<file path="src/rtl/uart_pkg.sv">
// Shared UART definitions: transmitter state encoding and line/status constants.
// The receiver imports the same package, so both sides of the link agree on
// the acknowledge polarity, the idle line level and the parity width.
package uart_pkg;

   typedef enum logic [2:0] {
      TX_IDLE     = 3'd0,
      TX_START    = 3'd1,
      TX_DATA     = 3'd2,
      TX_PARITY   = 3'd3,
      TX_STOP     = 3'd4,
      TX_ACK_WAIT = 3'd5
   } tx_state_t;

   localparam logic PCKT_OK       = 1'b0;
   localparam logic PCKT_NOT_OK   = 1'b1;
   localparam int   PARITY_LENGTH = 1;
   localparam logic IDLE_LEVEL    = 1'b1;

endpackage

</file>
<file path="src/rtl/uart_baud_gen.sv">
// Bit-period timer. Counts 0..BIT_CYC-1 while enabled and raises tick on the
// last count. 'clear' restarts the period so a new bit always gets a full
// BIT_CYC cycles regardless of where the counter was.
module uart_baud_gen #(
   parameter int CLKRATE = 50_000_000,
   parameter int BAUD    = 115200
) (
   input  logic clk,
   input  logic rst_n,
   input  logic clear,
   input  logic en,
   output logic tick
);

   localparam int BIT_CYC = CLKRATE / BAUD;
   localparam int CW      = (BIT_CYC > 1) ? $clog2(BIT_CYC) : 1;
   localparam logic [CW-1:0] LAST = CW'(BIT_CYC - 1);

   logic [CW-1:0] cnt;

   // Bit-period counter: held at zero when cleared or disabled, wraps on the last count.
   always_ff @(posedge clk or negedge rst_n) begin
      if (!rst_n) begin
         cnt <= '0;
      end else if (clear || !en) begin
         cnt <= '0;
      end else if (cnt == LAST) begin
         cnt <= '0;
      end else begin
         cnt <= cnt + CW'(1);
      end
   end

   assign tick = en && (cnt == LAST);

endmodule

</file>
<file path="src/rtl/uart_tx.sv">
// UART transmitter: start bit, WORD_LENGTH data bits LSB-first, even parity,
// stop bit, then one bit period listening for a NOT_OK from the receiver.
// A NOT_OK in that window causes the same frame to be resent, up to MAX_RETRY
// times. The serial line is registered from the current state, so it trails
// the state register by one cycle.
module uart_tx
   import uart_pkg::*;
#(
   parameter int CLKRATE     = 50_000_000,
   parameter int BAUD        = 115200,
   parameter int WORD_LENGTH = 8,
   parameter int MAX_RETRY   = 2
) (
   input  logic                   t_clk,
   input  logic                   t_rst_n,
   input  logic [WORD_LENGTH-1:0] tx_data,
   input  logic                   tx_valid,
   output logic                   tx_ready,
   input  logic                   err_ack,
   output logic                   UART_Tx_OUT,
   output logic                   tx_busy,
   output logic                   tx_done,
   output logic                   tx_fail
);

   localparam int FW = WORD_LENGTH + PARITY_LENGTH;
   localparam int IW = (WORD_LENGTH > 1) ? $clog2(WORD_LENGTH) : 1;
   localparam int RW = (MAX_RETRY > 0) ? $clog2(MAX_RETRY + 1) : 1;
   localparam logic [IW-1:0] LAST_IDX  = IW'(WORD_LENGTH - 1);
   localparam logic [RW-1:0] RETRY_MAX = RW'(MAX_RETRY);

   tx_state_t         state, state_nx;
   logic [FW-1:0]     frame, frame_nx;
   logic [IW-1:0]     bit_idx, bit_idx_nx;
   logic [RW-1:0]     retry, retry_nx;
   logic              nack, nack_nx, nack_now;
   logic              ack_meta, ack_sync;
   logic              line, line_nx;
   logic              ready, busy, done, fail;
   logic              done_nx, fail_nx;
   logic              tick;

   uart_baud_gen #(
      .CLKRATE (CLKRATE),
      .BAUD    (BAUD)
   ) u_baud (
      .clk   (t_clk),
      .rst_n (t_rst_n),
      .clear (state_nx != state),
      .en    (state != TX_IDLE),
      .tick  (tick)
   );

   // Two-stage synchroniser for the receiver's asynchronous acknowledge.
   always_ff @(posedge t_clk or negedge t_rst_n) begin
      if (!t_rst_n) begin
         ack_meta <= 1'b0;
         ack_sync <= 1'b0;
      end else begin
         ack_meta <= err_ack;
         ack_sync <= ack_meta;
      end
   end

   // Next-state, frame bookkeeping and next output values.
   always_comb begin
      state_nx   = state;
      frame_nx   = frame;
      bit_idx_nx = bit_idx;
      retry_nx   = retry;
      nack_nx    = 1'b0;
      done_nx    = 1'b0;
      fail_nx    = 1'b0;
      line_nx    = IDLE_LEVEL;
      nack_now   = nack || (ack_sync == PCKT_NOT_OK);
      case (state)
         TX_IDLE: begin
            line_nx = IDLE_LEVEL;
            if (tx_valid) begin
               state_nx   = TX_START;
               frame_nx   = {^tx_data, tx_data};
               retry_nx   = '0;
               bit_idx_nx = '0;
            end else begin
               state_nx = TX_IDLE;
            end
         end
         TX_START: begin
            line_nx    = 1'b0;
            bit_idx_nx = '0;
            if (tick) begin
               state_nx = TX_DATA;
            end else begin
               state_nx = TX_START;
            end
         end
         TX_DATA: begin
            line_nx = frame[bit_idx];
            if (tick && (bit_idx == LAST_IDX)) begin
               state_nx = TX_PARITY;
            end else if (tick) begin
               bit_idx_nx = bit_idx + IW'(1);
            end else begin
               bit_idx_nx = bit_idx;
            end
         end
         TX_PARITY: begin
            line_nx = frame[WORD_LENGTH];
            if (tick) begin
               state_nx = TX_STOP;
            end else begin
               state_nx = TX_PARITY;
            end
         end
         TX_STOP: begin
            line_nx = 1'b1;
            if (tick) begin
               state_nx = TX_ACK_WAIT;
            end else begin
               state_nx = TX_STOP;
            end
         end
         TX_ACK_WAIT: begin
            line_nx = IDLE_LEVEL;
            if (!tick) begin
               nack_nx = nack_now;
            end else if (!nack_now) begin
               done_nx  = 1'b1;
               state_nx = TX_IDLE;
            end else if (retry < RETRY_MAX) begin
               retry_nx = retry + RW'(1);
               state_nx = TX_START;
            end else begin
               fail_nx  = 1'b1;
               state_nx = TX_IDLE;
            end
         end
         default: begin
            state_nx = TX_IDLE;
            line_nx  = IDLE_LEVEL;
         end
      endcase
   end

   // State, frame data and registered outputs.
   always_ff @(posedge t_clk or negedge t_rst_n) begin
      if (!t_rst_n) begin
         state   <= TX_IDLE;
         frame   <= '0;
         bit_idx <= '0;
         retry   <= '0;
         nack    <= 1'b0;
         line    <= IDLE_LEVEL;
         ready   <= 1'b1;
         busy    <= 1'b0;
         done    <= 1'b0;
         fail    <= 1'b0;
      end else begin
         state   <= state_nx;
         frame   <= frame_nx;
         bit_idx <= bit_idx_nx;
         retry   <= retry_nx;
         nack    <= nack_nx;
         line    <= line_nx;
         ready   <= (state_nx == TX_IDLE);
         busy    <= (state_nx != TX_IDLE);
         done    <= done_nx;
         fail    <= fail_nx;
      end
   end

   assign UART_Tx_OUT = line;
   assign tx_ready    = ready;
   assign tx_busy     = busy;
   assign tx_done     = done;
   assign tx_fail     = fail;

endmodule

</file>
<file path="config.mk">
export PLATFORM = sky130hd
export DESIGN_NAME = uart_tx
export DESIGN_NICKNAME = d
export VERILOG_FILES = /design/src/rtl/uart_pkg.sv /design/src/rtl/uart_baud_gen.sv /design/src/rtl/uart_tx.sv
export SDC_FILE = /design/constraint.sdc
export NUM_CORES = 1
export LEC_CHECK = 0
export CAP_MARGIN = 40
export CORE_ASPECT_RATIO = 1.1
export CORE_MARGIN = 2
export CORE_UTILIZATION = 60
export DETAILED_ROUTE_END_ITERATION = 10
export PLACE_DENSITY = 0.9
export SYNTH_ARGS = -nofsm -noshare
export SYNTH_HDL_FRONTEND = slang
export SYNTH_SLANG_ARGS = --single-unit
export TNS_END_PERCENT = 20
</file>
<file path="constraint.sdc">
create_clock -name t_clk -period 5.4 [get_ports t_clk]
set_clock_uncertainty 0.15 [all_clocks]
set_input_delay 1.08 -clock t_clk [delete_from_list [all_inputs] [get_ports t_clk]]
set_output_delay 1.08 -clock t_clk [all_outputs]
set_load 0.005 [all_outputs]
</file>
==> results list, run 1 <==
- The number of antenna diodes in the final layout is 0.
- In this run the worst hold path is classified as reg -> reg.
* Portion of the clock cycle consumed by the worst path in the final layout: 0.479
* Number of distinct library cells after synthesis: 39
- Share of async-settable or async-resettable flops after synthesis: 1.00
- Global placement routability congestion: 0.790
- The layout has 209 filler cells.
* Slowest cell on the critical path: sky130_fd_sc_hd__dfstp_2
- Cells resized by post-CTS repair: 0
- During I/O placement, the number of pins put on the boundary was 17.
- Setup TNS after final layout: 0 ns
- Die Y: 59.2 um
- After clock tree synthesis, the clock-pin slew on the worst setup and hold paths is 0.09 ns.
- In this run, post-CTS hold repair placed 0 buffers.
* Routed length per placed instance: 14.0 um
* VDD IR max: 184 uV
- Data arrives at the worst endpoint at 1.35 ns.
- Crit path max-delay family: flip-flops
- The clock passes through at most 2 buffers.
- Of all nets on the critical path, the largest fanout is 1.
- The via count of the first global-routing pass was 1194.
- The tool flagged a number of max-cap violations equal to 0.
- After detailed routing, the number of remaining DRC violations is 0.
* CTS Buf Count: 5
- Layout Cell Area excl Fill: 1900 um^2
* Number of DRC markers in iteration 0: 47
- Switching portion of total power: 0.221
- The number of slew-limit violations in the final report came to 0.
- Final HPWL from detailed placement: 2220 um
- Part of the power in combinational logic: 0.057
- Cell-by-cell trace of the critical path: clkdlybuf4s50_1
* Count of TritonRoute iterations in the first routing pass: 4
- Wire length reported by the detailed router: 3000 um
- Yosys mapped a number of flops with a built-in enable equal to 0.
- The routed design could run at a clock period as short as 2.58 ns.
* Largest net degree at the start of global routing: 35
* Proportion of synthesized chip area in sequential cells: 0.514
- The total overflow left after global routing is 0.
- Of the cells placed in the final design, the portion with a size suffix greater than 1 is 0.0994.
* Post-Synthesis Cell Area: 1660 um^2
* Flop and latch count out of synthesis: 34
* Upper clock frequency limit: 387 MHz
- Combined flip-flop and latch cell area: 853 um^2
- Setup repair after global routing left no endpoint under its margin.
* Top-area cell type share of the netlist area: 0.483
- On the final layout, the worst hold slack is 0.211 ns.
- The Yosys step of the flow raised 0 warnings.
- Effective utilization at floorplan: 0.614
- Die width: 54.1 um
- Clk sink count: 34
* Leading cell types by count after synthesis: sky130_fd_sc_hd__nand2_1 (35), sky130_fd_sc_hd__dfrtp_1 (32), sky130_fd_sc_hd__nor2_1 (17)
* Multi-input combinational cell area: 767 um^2
- The share of total power dissipated in sequential elements is 0.609.
- Kind of critical path: reg -> out
- Pwr/cell area: 221 nW/um^2
- At the worst endpoint, the required time is 4.17 ns.
- Number of nets in the layout: 198
- Final ANT Viol Nets: 0
- Relative to the synthesized area, the layout overhead comes to 14.3%.
* Top post-synthesis cells by area: sky130_fd_sc_hd__dfrtp_1 (48%), sky130_fd_sc_hd__nand2_1 (7.9%), sky130_fd_sc_hd__xnor2_1 (6.9%)
* Sort of element at the end of the critical path: output port
- Worst-margin pin slew: 0.533 ns
* Overall Global Routing Usage: 0.229
* Total via count in the routed design: 1223
* Input/output buffers: 16
- After floorplanning, the core was sized to cover 2700 um^2.
- At the later pin of the worst-skew pair, clock insertion delay measures 0.35 ns.
- TritonCTS built the clock tree.
- Main flop type after synthesis: sky130_fd_sc_hd__dfrtp_1
- Summed over all nets, the switching power comes to 0.0926 mW.
- The floorplan step defined a die boundary enclosing 3200 um^2.
- Mean post-synth cell area: 10.1 um^2
* Pleak: 0.888 nW
* Instance area after placement: 1840 um^2
- By instance count, the leading cell after synthesis is sky130_fd_sc_hd__nand2_1.
* # H-tree levels: 2
- Internal power consumption: 0.327 mW
- The hold violation total from the final report came to 0.
- Headroom to the max-slew limit: 0.645
- Type of element launching the critical path: flip-flop
- The first global-routing pass estimated 5150 um of wire.
* Synth Net Count: 180
- Final setup violating endpoints: 0
* Clk network pwr share: 0.334
* Cell at the root of the clock tree: sky130_fd_sc_hd__clkbuf_4
- Max incr delay on CP: 0.52 ns
* Status: complete, no violations
- The number of setup buffers added after CTS is 0.
- Initial antenna violation count: 0
- Via/cell ratio: 5.71
- Together, buffers and inverters on the worst path number 1.
- Row generation in the floorplan step produced 20 rows.
- Synthesis handed over a netlist of 164 instances.
- The biggest area contributor in the post-synthesis netlist is sky130_fd_sc_hd__dfrtp_1.
- Setup slack on the worst flop-to-flop path: 3.30 ns
[layout by cell type, fill, tap and decap left out, drive strengths merged, types with 2 or more instances in the layout]
cell type       n
mux2            4
o21ai           4
ha              4
nor3            5
nand2b          2
clkdlybuf4s50  16
dfrtp          32
nor2           17
dfstp           2
a21oi           2
nand2          35
inv             4
xnor2          13
mux4            2
nand3b          2
clkbuf          6
xor2            2
and3            2
nand3           7
[area by class of cell]
| class | count | area share |
|---|---|---|
| multi-input cells | 120 | 0.405 |
| repair buffers | 17 | 0.0884 |
| well taps | 33 | 0.0218 |
| flip-flops and latches | 34 | 0.450 |
| clock buffers | 6 | 0.0271 |
| inverters | 4 | 0.00792 |
[metrics by stage]
stage / instances / total power, mW / worst slack (ns) / utilization
global route: 214 / 0.434 / 2.77 / 0.701
CTS: 214 / 0.422 / 2.80 / 0.701
global placement: 208 / 0.285 / 2.75 / 0.682
floorplan: 164 / 0.269 / 3.39 / -
detailed placement: 208 / 0.285 / 2.69 / 0.682
finish: 214 / 0.420 / 2.82 / 0.701
[state kept, by name, summed over array words and instances (netlist names)]
register	flops
frame	9
u_baud.cnt	9
bit_idx	3
state	3
retry	2
UART_Tx_OUT	1
ack_meta	1
ack_sync	1
nack	1
tx_busy	1
tx_done	1
tx_fail	1
tx_ready	1
[cells by family (layout without fill, tap and decap cells)]
kind of cell / count (synthesis) / count (layout) / synth area share
XOR/XNOR: 15 / 15 / 0.0792
buffers and inverters: 10 / 27 / 0.0234
AO/OA/AOI/OAI: 16 / 16 / 0.0694
adder cells (fa/ha/maj): 4 / 4 / 0.0302
flip-flops: 34 / 34 / 0.514
multiplexers: 7 / 7 / 0.0671
AND/OR/NAND/NOR: 78 / 78 / 0.216
[power by group through the flow]
stage               sequential (mW)  clock [mW]  combinational, mW
global placement              0.261           0             0.0240
global route                  0.256       0.152             0.0264
finish                        0.256       0.140             0.0239
CTS                           0.256       0.142             0.0245
floorplan                     0.260           0            0.00881
detailed placement            0.260           0             0.0245
[layer usage]
layer	global-route usage	vias up	part of all wire
met5	0	-	0
li1	-	587	-
met2	0.365	39	0.51
met4	0.136	0	0.032
met3	0.0581	12	0.053
met1	0.276	585	0.41
[final timing paths]
path	start	to	cells past startpoint
setup / recovery	tx_ready$_DFF_PN1_	tx_ready	1
setup reg to reg	state[1]$_DFF_PN0_	retry[0]$_DFFE_PN0P_	4
hold reg to reg	ack_meta$_DFF_PN0_	ack_sync$_DFF_PN0_	0
hold / removal	ack_meta$_DFF_PN0_	ack_sync$_DFF_PN0_	0
max in group asynchronous	t_rst_n	UART_Tx_OUT$_DFF_PN1_	2
min in group asynchronous	t_rst_n	tx_done$_DFF_PN0_	2
(Power assumes the default switching activity.)
==> run 2, diff against run 1 <==
--- a/config.mk
+++ b/config.mk
@@ -8,9 +8,9 @@
 export CAP_MARGIN = 40
 export CORE_ASPECT_RATIO = 1.1
 export CORE_MARGIN = 2
-export CORE_UTILIZATION = 60
+export CORE_UTILIZATION = 55
 export DETAILED_ROUTE_END_ITERATION = 10
-export PLACE_DENSITY = 0.9
+export PLACE_DENSITY = 0.84
 export SYNTH_ARGS = -nofsm -noshare
 export SYNTH_HDL_FRONTEND = slang
 export SYNTH_SLANG_ARGS = --single-unit
==> constraint.sdc (replaced) <==
create_clock -name t_clk -period 2.6 [get_ports t_clk]
set_clock_uncertainty 0.15 [all_clocks]
set_input_delay 0.52 -clock t_clk [delete_from_list [all_inputs] [get_ports t_clk]]
set_output_delay 0.52 -clock t_clk [all_outputs]
set_load 0.005 [all_outputs]
==> results list, run 2 (synthesis results as in run 1) <==
- The run finished with clean final reports.
* Routed length per placed instance: 14.2 um
* Input/output buffers: 16
- Number of nets in the layout: 199
* Cts-stage hold buffer count: 0
* DRC errors left: 0
* Wire length reported by the detailed router: 3080 um
- Destination of the worst register-to-register timing path: retry[0]$_DFFE_PN0P_
* Setup repair after global routing missed its margin: false
- Initial antenna violation count: 0
- Filler instances: 226
- Overall Global Routing Usage: 0.219
- The area growth from synthesis to layout is 15.2%.
- STA puts the critical path data arrival time at 2.12 ns.
- Registers with the highest flip-flop counts: frame: 9 flops, u_baud.cnt: 9 flops
* Die Y: 61.6 um
* Cell at the root of the clock tree: sky130_fd_sc_hd__clkbuf_4
- CTS Buf Count: 5
* Crit path max fanout: 8
- Portion of the clock cycle consumed by the worst path in the final layout: 0.787
* IO Pins: 17
- Count of TritonRoute iterations in the first routing pass: 4
* Hold crit path type: reg -> reg
* Total via count in the routed design: 1233
* Final hold violation count: 0
- Pleak: 0.896 nW
- Pwr/cell area: 459 nW/um^2
- Setup ws final: 0.554 ns
- CP Depth: 6
- Setup bufs post-CTS: 0
* Capturing instance or port of the critical path: retry[0]$_DFFE_PN0P_
* Clock insertion delay at the later pin of the skew report: 0.33 ns
- The startpoint identified for the worst hold timing path is ack_meta$_DFF_PN0_.
- Entering global routing, the biggest net connects 35 pins.
* Clock input transition at the sequential cells of the worst setup and hold paths: 0.10 ns
* Clock tree from TritonCTS: built
- Logic depth of the worst register-to-register path: 6
- On the worst path, the slowest cell contributes a delay of 0.42 ns.
- # H-tree levels: 2
* Share of post-route cells with drive strength above 1: 0.103
- Final HPWL from detailed placement: 2350 um
* Final Power: 0.877 mW
- Number of DRC markers in iteration 0: 37
* Cell-by-cell trace of the critical path: inv_1 -> ha_1 -> and4b_1 -> nand2_1 -> o31ai_1 -> mux2_2
* Global placement routability congestion: 0.815
- Grouping stages by cell kind, the critical path spends the most delay in simple AND/OR/NAND/NOR gates.
* Placeable core region: 2830 um^2
- Type of element launching the critical path: flip-flop
- Minimum clock period after layout: 2.05 ns
- Global-route wire length before repair: 5580 um
- Crit path launch: u_baud.cnt[1]$_DFF_PN0_
* Beginning of the worst register-to-register path: u_baud.cnt[1]$_DFF_PN0_
- Final ANT Viol Nets: 0
- After detailed routing, the number of vias per cell comes to 5.68.
* Upper clock frequency limit: 489 MHz
- For this run the aggregate overflow at the end of global routing stands at 0.
* Setup TNS after final layout: 0 ns
- Headroom to the max-slew limit: 0.707
* Slowest cell on the critical path: sky130_fd_sc_hd__dfrtp_1
- For flop-to-flop paths, the worst setup slack is 0.55 ns.
- Clk sink count: 34
- At the worst endpoint, the required time is 2.68 ns.
* # rows: 20
* WP buf/inv: 1
- VDD IR max: 446 uV
* Die width: 56.4 um
- Clock Path Buffers: 2
- Die area: 3470 um^2
* Kind of critical path: reg -> reg
* Sort of element at the end of the critical path: flip-flop
- The via count of the first global-routing pass was 1281.
- Cells resized by post-CTS repair: 0
* Number of max-cap violations: 0
- The top cell types in the final layout, fill and taps aside, are sky130_fd_sc_hd__nand2_1 (35), sky130_fd_sc_hd__dfrtp_1 (32), sky130_fd_sc_hd__nor2_1 (17), sky130_fd_sc_hd__clkdlybuf4s50_1 (16), sky130_fd_sc_hd__xnor2_1 (13).
- Worst-margin pin slew: 0.440 ns
* Final setup violating endpoints: 0
- Slew Limit Fails: 0
- The initial utilization of the core area, before any placement, comes to 0.587.
- Commonest non-fill, non-tap cell in the layout: sky130_fd_sc_hd__nand2_1
- Inserted Diodes: 0
* Post-placement worst setup slack: 0.451 ns
run 2: layout make-up:
cell class / count / area, um^2 / area share
multi-input combinational: 120 / 767 / 0.401
inverter: 4 / 15.0 / 0.00786
sequential: 34 / 853 / 0.447
timing repair buffer: 18 / 175 / 0.0917
clock buffer: 8 / 58.8 / 0.0308
tap: 33 / 41.3 / 0.0216
run 2: how the worst min path moves through the flow:
stage | endpoint | slack (ns) | cells past startpoint
after floorplan | ack_meta$_DFF_PN0_ | 0.07 | 0
after global placement | ack_sync$_DFF_PN0_ | 0.19 | 0
after detailed placement | ack_sync$_DFF_PN0_ | 0.19 | 0
after CTS | ack_sync$_DFF_PN0_ | 0.22 | 0
after global routing | ack_sync$_DFF_PN0_ | 0.23 | 0
final | ack_sync$_DFF_PN0_ | 0.22 | 0
run 2: routing by layer:
| metal | part of all wire | vias up | wire, um | track usage |
|---|---|---|---|---|
| met1 | 0.43 | 606 | 1310 | 0.244 |
| met2 | 0.52 | 29 | 1600 | 0.397 |
| met4 | 0.015 | 0 | 47 | 0.0816 |
| met5 | 0 | - | 0 | 0 |
| li1 | - | 593 | - | - |
| met3 | 0.039 | 5 | 121 | 0.0735 |
run 2: power breakdown:
group          internal, mW  switching [mW]  total, mW
clock network         0.133           0.161      0.295
logic                0.0278          0.0235     0.0513
registers             0.530        0.000713      0.531
total                 0.691           0.185      0.877
run 2: stage by stage:
step	hold WS (ns)	area [um^2]	std cells	util
floorplan	0.0744	1660	164	-
global placement	0.190	1850	209	0.655
detailed placement	0.192	1850	209	0.655
CTS	0.220	1910	217	0.676
global route	0.226	1910	217	0.676
finish	0.218	1910	217	0.676
run 2: worst reg2reg max path, stage by stage (launching register included):
cell                      delay (ns)
sky130_fd_sc_hd__dfrtp_1        0.42
sky130_fd_sc_hd__inv_1          0.07
sky130_fd_sc_hd__ha_1           0.13
sky130_fd_sc_hd__and4b_1        0.29
sky130_fd_sc_hd__nand2_1        0.22
sky130_fd_sc_hd__o31ai_1        0.31
sky130_fd_sc_hd__mux2_2         0.36
==> run 3, diff against run 2 <==
--- a/config.mk
+++ b/config.mk
@@ -8,9 +8,9 @@
 export CAP_MARGIN = 40
 export CORE_ASPECT_RATIO = 1.1
 export CORE_MARGIN = 2
-export CORE_UTILIZATION = 55
+export CORE_UTILIZATION = 50
 export DETAILED_ROUTE_END_ITERATION = 10
-export PLACE_DENSITY = 0.84
+export PLACE_DENSITY = 0.8
 export SYNTH_ARGS = -nofsm -noshare
 export SYNTH_HDL_FRONTEND = slang
 export SYNTH_SLANG_ARGS = --single-unit
==> constraint.sdc (replaced) <==
create_clock -name t_clk -period 1.7 [get_ports t_clk]
set_clock_uncertainty 0.15 [all_clocks]
set_input_delay 0.34 -clock t_clk [delete_from_list [all_inputs] [get_ports t_clk]]
set_output_delay 0.34 -clock t_clk [all_outputs]
set_load 0.005 [all_outputs]
==> results list, run 3 (synthesis results as in run 1) <==
- Commonest non-fill, non-tap cell in the layout: sky130_fd_sc_hd__nand2_1
- For met2 alone, demand over resource in global routing was 0.354.
- VDD IR max: 436 uV
* Placed cell count: 234
- Fraction of met1 tracks used by global routing: 0.199
- Overall overflow remaining after global route: 0
- Max incr delay on CP: 0.40 ns
* Number of nets in the layout: 227
- The die covers 3800 um^2.
* Initial antenna violation count: 0
- # H-tree levels: 2
- Clock tree from TritonCTS: built
- After global routing, the most crowded layer is met2.
- The hold violation total from the final report came to 0.
- Of the total power, combinational logic draws 0.061.
- Once detail routing completed, the nets flagged for antenna violations numbered 0.
- Setup ws final: -0.201 ns
- Number of DRC markers in iteration 0: 79
- Along the worst path, the maximum fanout reaches 3.
- Setup violations remaining at the end of the flow were counted as 6.
* Pwr/cell area: 604 nW/um^2
- Slowest cell on the critical path: sky130_fd_sc_hd__dfrtp_1
- Sort of element at the end of the critical path: flip-flop
- Derived from the worst setup path, the maximum achievable clock frequency is 526 MHz.
* Min Hold Slack: 0.206 ns
- The congestion estimate from routability-driven global placement came to 0.885.
- CTS Buf Count: 5
* Post-route non-filler standard cell count: 246
- Share of post-route cells with drive strength above 1: 0.283
* WP buf/inv: 1
- The largest registers in the layout are frame: 9 flops, u_baud.cnt: 9 flops.
- Area growth from synthesis to layout: 35.1%
* Placeable core region: 3100 um^2
- The clock passes through at most 2 buffers.
- Pleak: 1.09 nW
* Die Y: 64.4 um
- Setup repair after global routing could not meet its margin everywhere.
- Internal power consumption: 1.06 mW
- Timing analysis after detailed placement gives a worst setup slack of -0.194 ns.
* Status: finished with violations
- Violated checks: setup timing
- Total via count in the routed design: 1385
* DRC errors left: 0
- Clock tree synthesis selected as its root buffer the cell sky130_fd_sc_hd__clkbuf_4.
* Global routing met3 resource utilization: 0.0679
- Filler instances: 227
* Logic depth of the worst register-to-register path: 6
- The share of total power dissipated in the clock network is 0.339.
- Crit path max-delay family: flip-flops
* # rows: 21
- Count of TritonRoute iterations in the first routing pass: 4
* Setup slack on the worst flop-to-flop path: -0.20 ns
* Commonest non-fill, non-tap cells in the layout: sky130_fd_sc_hd__nand2_1 (34), sky130_fd_sc_hd__dfrtp_1 (31), sky130_fd_sc_hd__buf_4 (25), sky130_fd_sc_hd__nor2_1 (16)
- Kind of critical path: reg -> reg
* Number of max-cap violations: 0
- Inserted Diodes: 0
- Die width: 58.9 um
- The number of slew-limit violations in the final report came to 0.
* Global-route wire length before repair: 5650 um
- Final HPWL from detailed placement: 2440 um
- Buffers placed on the I/O ports in this run total 16.
- Via/cell ratio: 5.63
* Cell-by-cell trace of the critical path: inv_1 -> ha_1 -> and4b_2 -> nand3_2 -> a211o_4 -> mux2_4
- For this run, the total global-route usage over all layers was measured as 0.197.
- The endpoint identified for the worst register-to-register timing path is bit_idx[2]$_DFFE_PN0P_.
- Dividing the final minimum period by the clock period gives 1.12.
- During I/O placement, the number of pins put on the boundary was 17.
* Clock input transition at the sequential cells of the worst setup and hold paths: 0.10 ns
- The path class of the tightest hold or removal check is in -> async.
- Summed over all layers, the routed wires come to 3680 um.
* Arr. time, crit path: 1.98 ns
- Beginning of the worst register-to-register path: u_baud.cnt[1]$_DFF_PN0_
- Proportion of power drawn by flip-flops and latches: 0.599
* Clock insertion delay at the later pin of the skew report: 0.33 ns
- Clk sink count: 34
- Largest net degree at the start of global routing: 35
- Required arrival time at the worst endpoint: 1.78 ns
- At the pin with the least slew margin, the transition time is 0.281 ns.
- Final core utilization: 0.723
- Switching portion of total power: 0.218
- For the finished layout, the period the worst path requires is 1.90 ns.
- STA classifies the critical path startpoint as a flip-flop.
* Headroom to the max-slew limit: 0.810
- The initial utilization of the core area, before any placement, comes to 0.535.
* Final Power: 1.35 mW
* Routed length per placed instance: 15.0 um
- Via count of the first global-routing pass: 1414
- For this design the total switching power over the nets is 0.296 mW.
## run 3: worst register-to-register path, cell delays in order, from the launching register on
cell	delay [ns]
sky130_fd_sc_hd__dfrtp_1	0.40
sky130_fd_sc_hd__inv_1	0.07
sky130_fd_sc_hd__ha_1	0.13
sky130_fd_sc_hd__and4b_2	0.27
sky130_fd_sc_hd__nand3_2	0.10
sky130_fd_sc_hd__a211o_4	0.37
sky130_fd_sc_hd__mux2_4	0.31
## run 3: cell type report
cell class / instances / area [um^2] / area share
Clock buffer: 7 / 55.1 / 0.0246
Clock inverter: 1 / 5.00 / 0.00223
Inverter: 4 / 15.0 / 0.00670
Multi-Input combinational cell: 120 / 840 / 0.374
Sequential cell: 34 / 855 / 0.381
Tap cell: 34 / 42.5 / 0.0190
Timing Repair Buffer: 46 / 430 / 0.192
## run 3: how the worst max path moves through the flow
stage	start	to	slack (ns)	cells past startpoint
finish	u_baud.cnt[1]$_DFF_PN0_	bit_idx[2]$_DFFE_PN0P_	-0.20	6
detailed placement	bit_idx[0]$_DFFE_PN0P_	bit_idx[2]$_DFFE_PN0P_	-0.19	6
global placement	tx_valid	bit_idx[1]$_DFFE_PN0P_	-0.12	4
CTS	bit_idx[1]$_DFFE_PN0P_	bit_idx[2]$_DFFE_PN0P_	-0.22	6
floorplan	bit_idx[1]$_DFFE_PN0P_	bit_idx[0]$_DFFE_PN0P_	-0.11	6
global route	u_baud.cnt[1]$_DFF_PN0_	bit_idx[2]$_DFFE_PN0P_	-0.26	6
## run 3: layer usage
metal	up-vias	wire, um
li1	645	-
met1	694	1520
met2	40	1940
met3	6	178
met4	0	45
met5	-	0
## run 3: power groups by stage
stage | sequential, mW | combinational [mW] | clock, mW
finish | 0.812 | 0.0830 | 0.459
global route | 0.812 | 0.0919 | 0.494
global placement | 0.827 | 0.0820 | 0
CTS | 0.812 | 0.0841 | 0.470
detailed placement | 0.827 | 0.0839 | 0
floorplan | 0.827 | 0.0280 | 0
## run 3: what timing repair did
| action | CTS | global route |
|---|---|---|
| hold endpoints to repair | 0 | 0 |
| hold buffers | 0 | 0 |
| resized for setup | 9 | 11 |
| setup buffers | 0 | 4 |
| pin swaps | 5 | 7 |
| endpoints found under the setup margin | 8 | 23 |
## run 3: metrics by stage
| step | instance area [um^2] | setup TNS, ns |
|---|---|---|
| after detailed placement | 2080 | -1.21 |
| after global placement | 2080 | -0.561 |
| after global routing | 2240 | -1.28 |
| after CTS | 2170 | -0.763 |
| after floorplan | 1660 | -0.417 |
| final | 2240 | -0.718 |
==> RTL edit, RTL diff (flow settings as in run 3) <==
`BAUD` is set to 115200 in 2 places; all go to 57600.
--- a/src/rtl/uart_baud_gen.sv
+++ b/src/rtl/uart_baud_gen.sv
@@ -5,3 +5,3 @@
    parameter int CLKRATE = 50_000_000,
-   parameter int BAUD    = 115200
+   parameter int BAUD    = 57600
 ) (
--- a/src/rtl/uart_tx.sv
+++ b/src/rtl/uart_tx.sv
@@ -9,3 +9,3 @@
    parameter int CLKRATE     = 50_000_000,
-   parameter int BAUD        = 115200,
+   parameter int BAUD        = 57600,
    parameter int WORD_LENGTH = 8,
Function: same outputs for any inputs over 10 cycles, from zero or initial values and one cycle with t_rst_n low; that may be too few to reach the edited logic, so the function may still have changed.
==> RTL edit against run 3 <==
  * The flow still finishes with violations (negative setup slack)
  * Critical path depth shrank 1
  * Setup slack worse by 340 ps
  * Area after synthesis rose by 0.45%
  * Largest power group unchanged
  * Global-route usage is 1.6 points higher
  * Routed wire length is 4.7% lower
  * Final area about the same
  * Sequential cell count grew 1
  * Largest cell class unchanged
  * Total power shrank 0.24%
==> RTL edit: results <==
group,metric,value,unit
finish,fillers,219,
pwr,ir_worst_vdd,545,µV
yosys,seq_area_frac_synth,0.527,
finish,buffer_area_frac,0.188,
worst_setup_path,cpLargestDelayFamily,"simple AND/OR/NAND/NOR gates",
finish,multi_input_area,836,µm²
yosys,synthMuxAreaShare,0.0871,
run_status,failed_checks,"negative setup slack",
finish,nets,214,
global_route,use_met2,0.369,
sta,worst_slack,-542,ps
global_route,grt_pass1_wl,5970,µm
sta,finalSetupTns,-5790,ps
global_route,track_usage,0.213,
yosys,synthAdderAreaFrac,0.0225,
drt,drt-met1-wl,1410,µm
yosys,synth_compound_gate_area_share,0.0923,
yosys,yosysUniqueCellTypes,35,
worst_setup_path,slowest_stage,"or4b_4",
finish,reg.largest.list,"u_baud.cnt (10), frame (9)",
yosys,synth_nets,165,
global_route,grt_max_degree,36,
drt,wl_met3,124,µm
worst_setup_path,critical_path_arrival,2330,ps
finish,signal_buffers,47,
place,dpl.hpwl,2600,µm
place,place_inst,225,
drt,wl,3510,µm
drt,drtIter0Drc,25,
finish,seq_area_frac,0.392,
finish,num-multi-input-gates,106,
sta,slew_headroom,0.740,
drt,wl_per_cell,15.0,µm
pwr,cellLeakagePower,1.08,nW
place,postPlaceCellArea,2100,µm²
run_status,status,"complete, but fails checks",
yosys,synth_top_cells_by_area,"dfrtp_1, xnor2_1, mux2_2",
worst_setup_path,slowest_delay,460,ps
sta,setup_violations,20,
drt,vias,1301,
yosys,postSynthAreaPerCell,11.1,µm²
clocking,clk_latency,350,ps
drt,dr_wl_met2,1890,µm
finish,flops_and_latches,35,
finish,drive_gt1_frac,0.315,
floorplan,core,3130,µm²
RTL edit: path summary, 6_finish.rpt:
check | startpoint | endpoint | slack [ps] | cells after the start
worst max-delay path | u_baud.cnt[1] | bit_idx[2] | -540 | 5
worst min-delay path | t_rst_n | state[2] | 200 | 2
worst max register to register | u_baud.cnt[1] | bit_idx[2] | -540 | 5
worst min register to register | ack_meta | ack_sync | 210 | 0
max in group asynchronous | t_rst_n | UART_Tx_OUT | 950 | 2
min in group t_clk | ack_meta | ack_sync | 210 | 0
RTL edit: timing repair:
action	4_1_cts	5_1_grt
endpoints found under the setup margin	22	22
buffers inserted	1	0
gates resized for setup	15	6
pin swaps	3	1
endpoints found under the hold margin	0	0
RTL edit: power by group:
group	total, mW	leakage [nW]	switching (mW)	internal, mW
registers	0.836	0.442	0.00147	0.835
clock network	0.434	0.0265	0.270	0.165
logic	0.0806	0.615	0.0353	0.0452
total	1.35	1.08	0.306	1.04
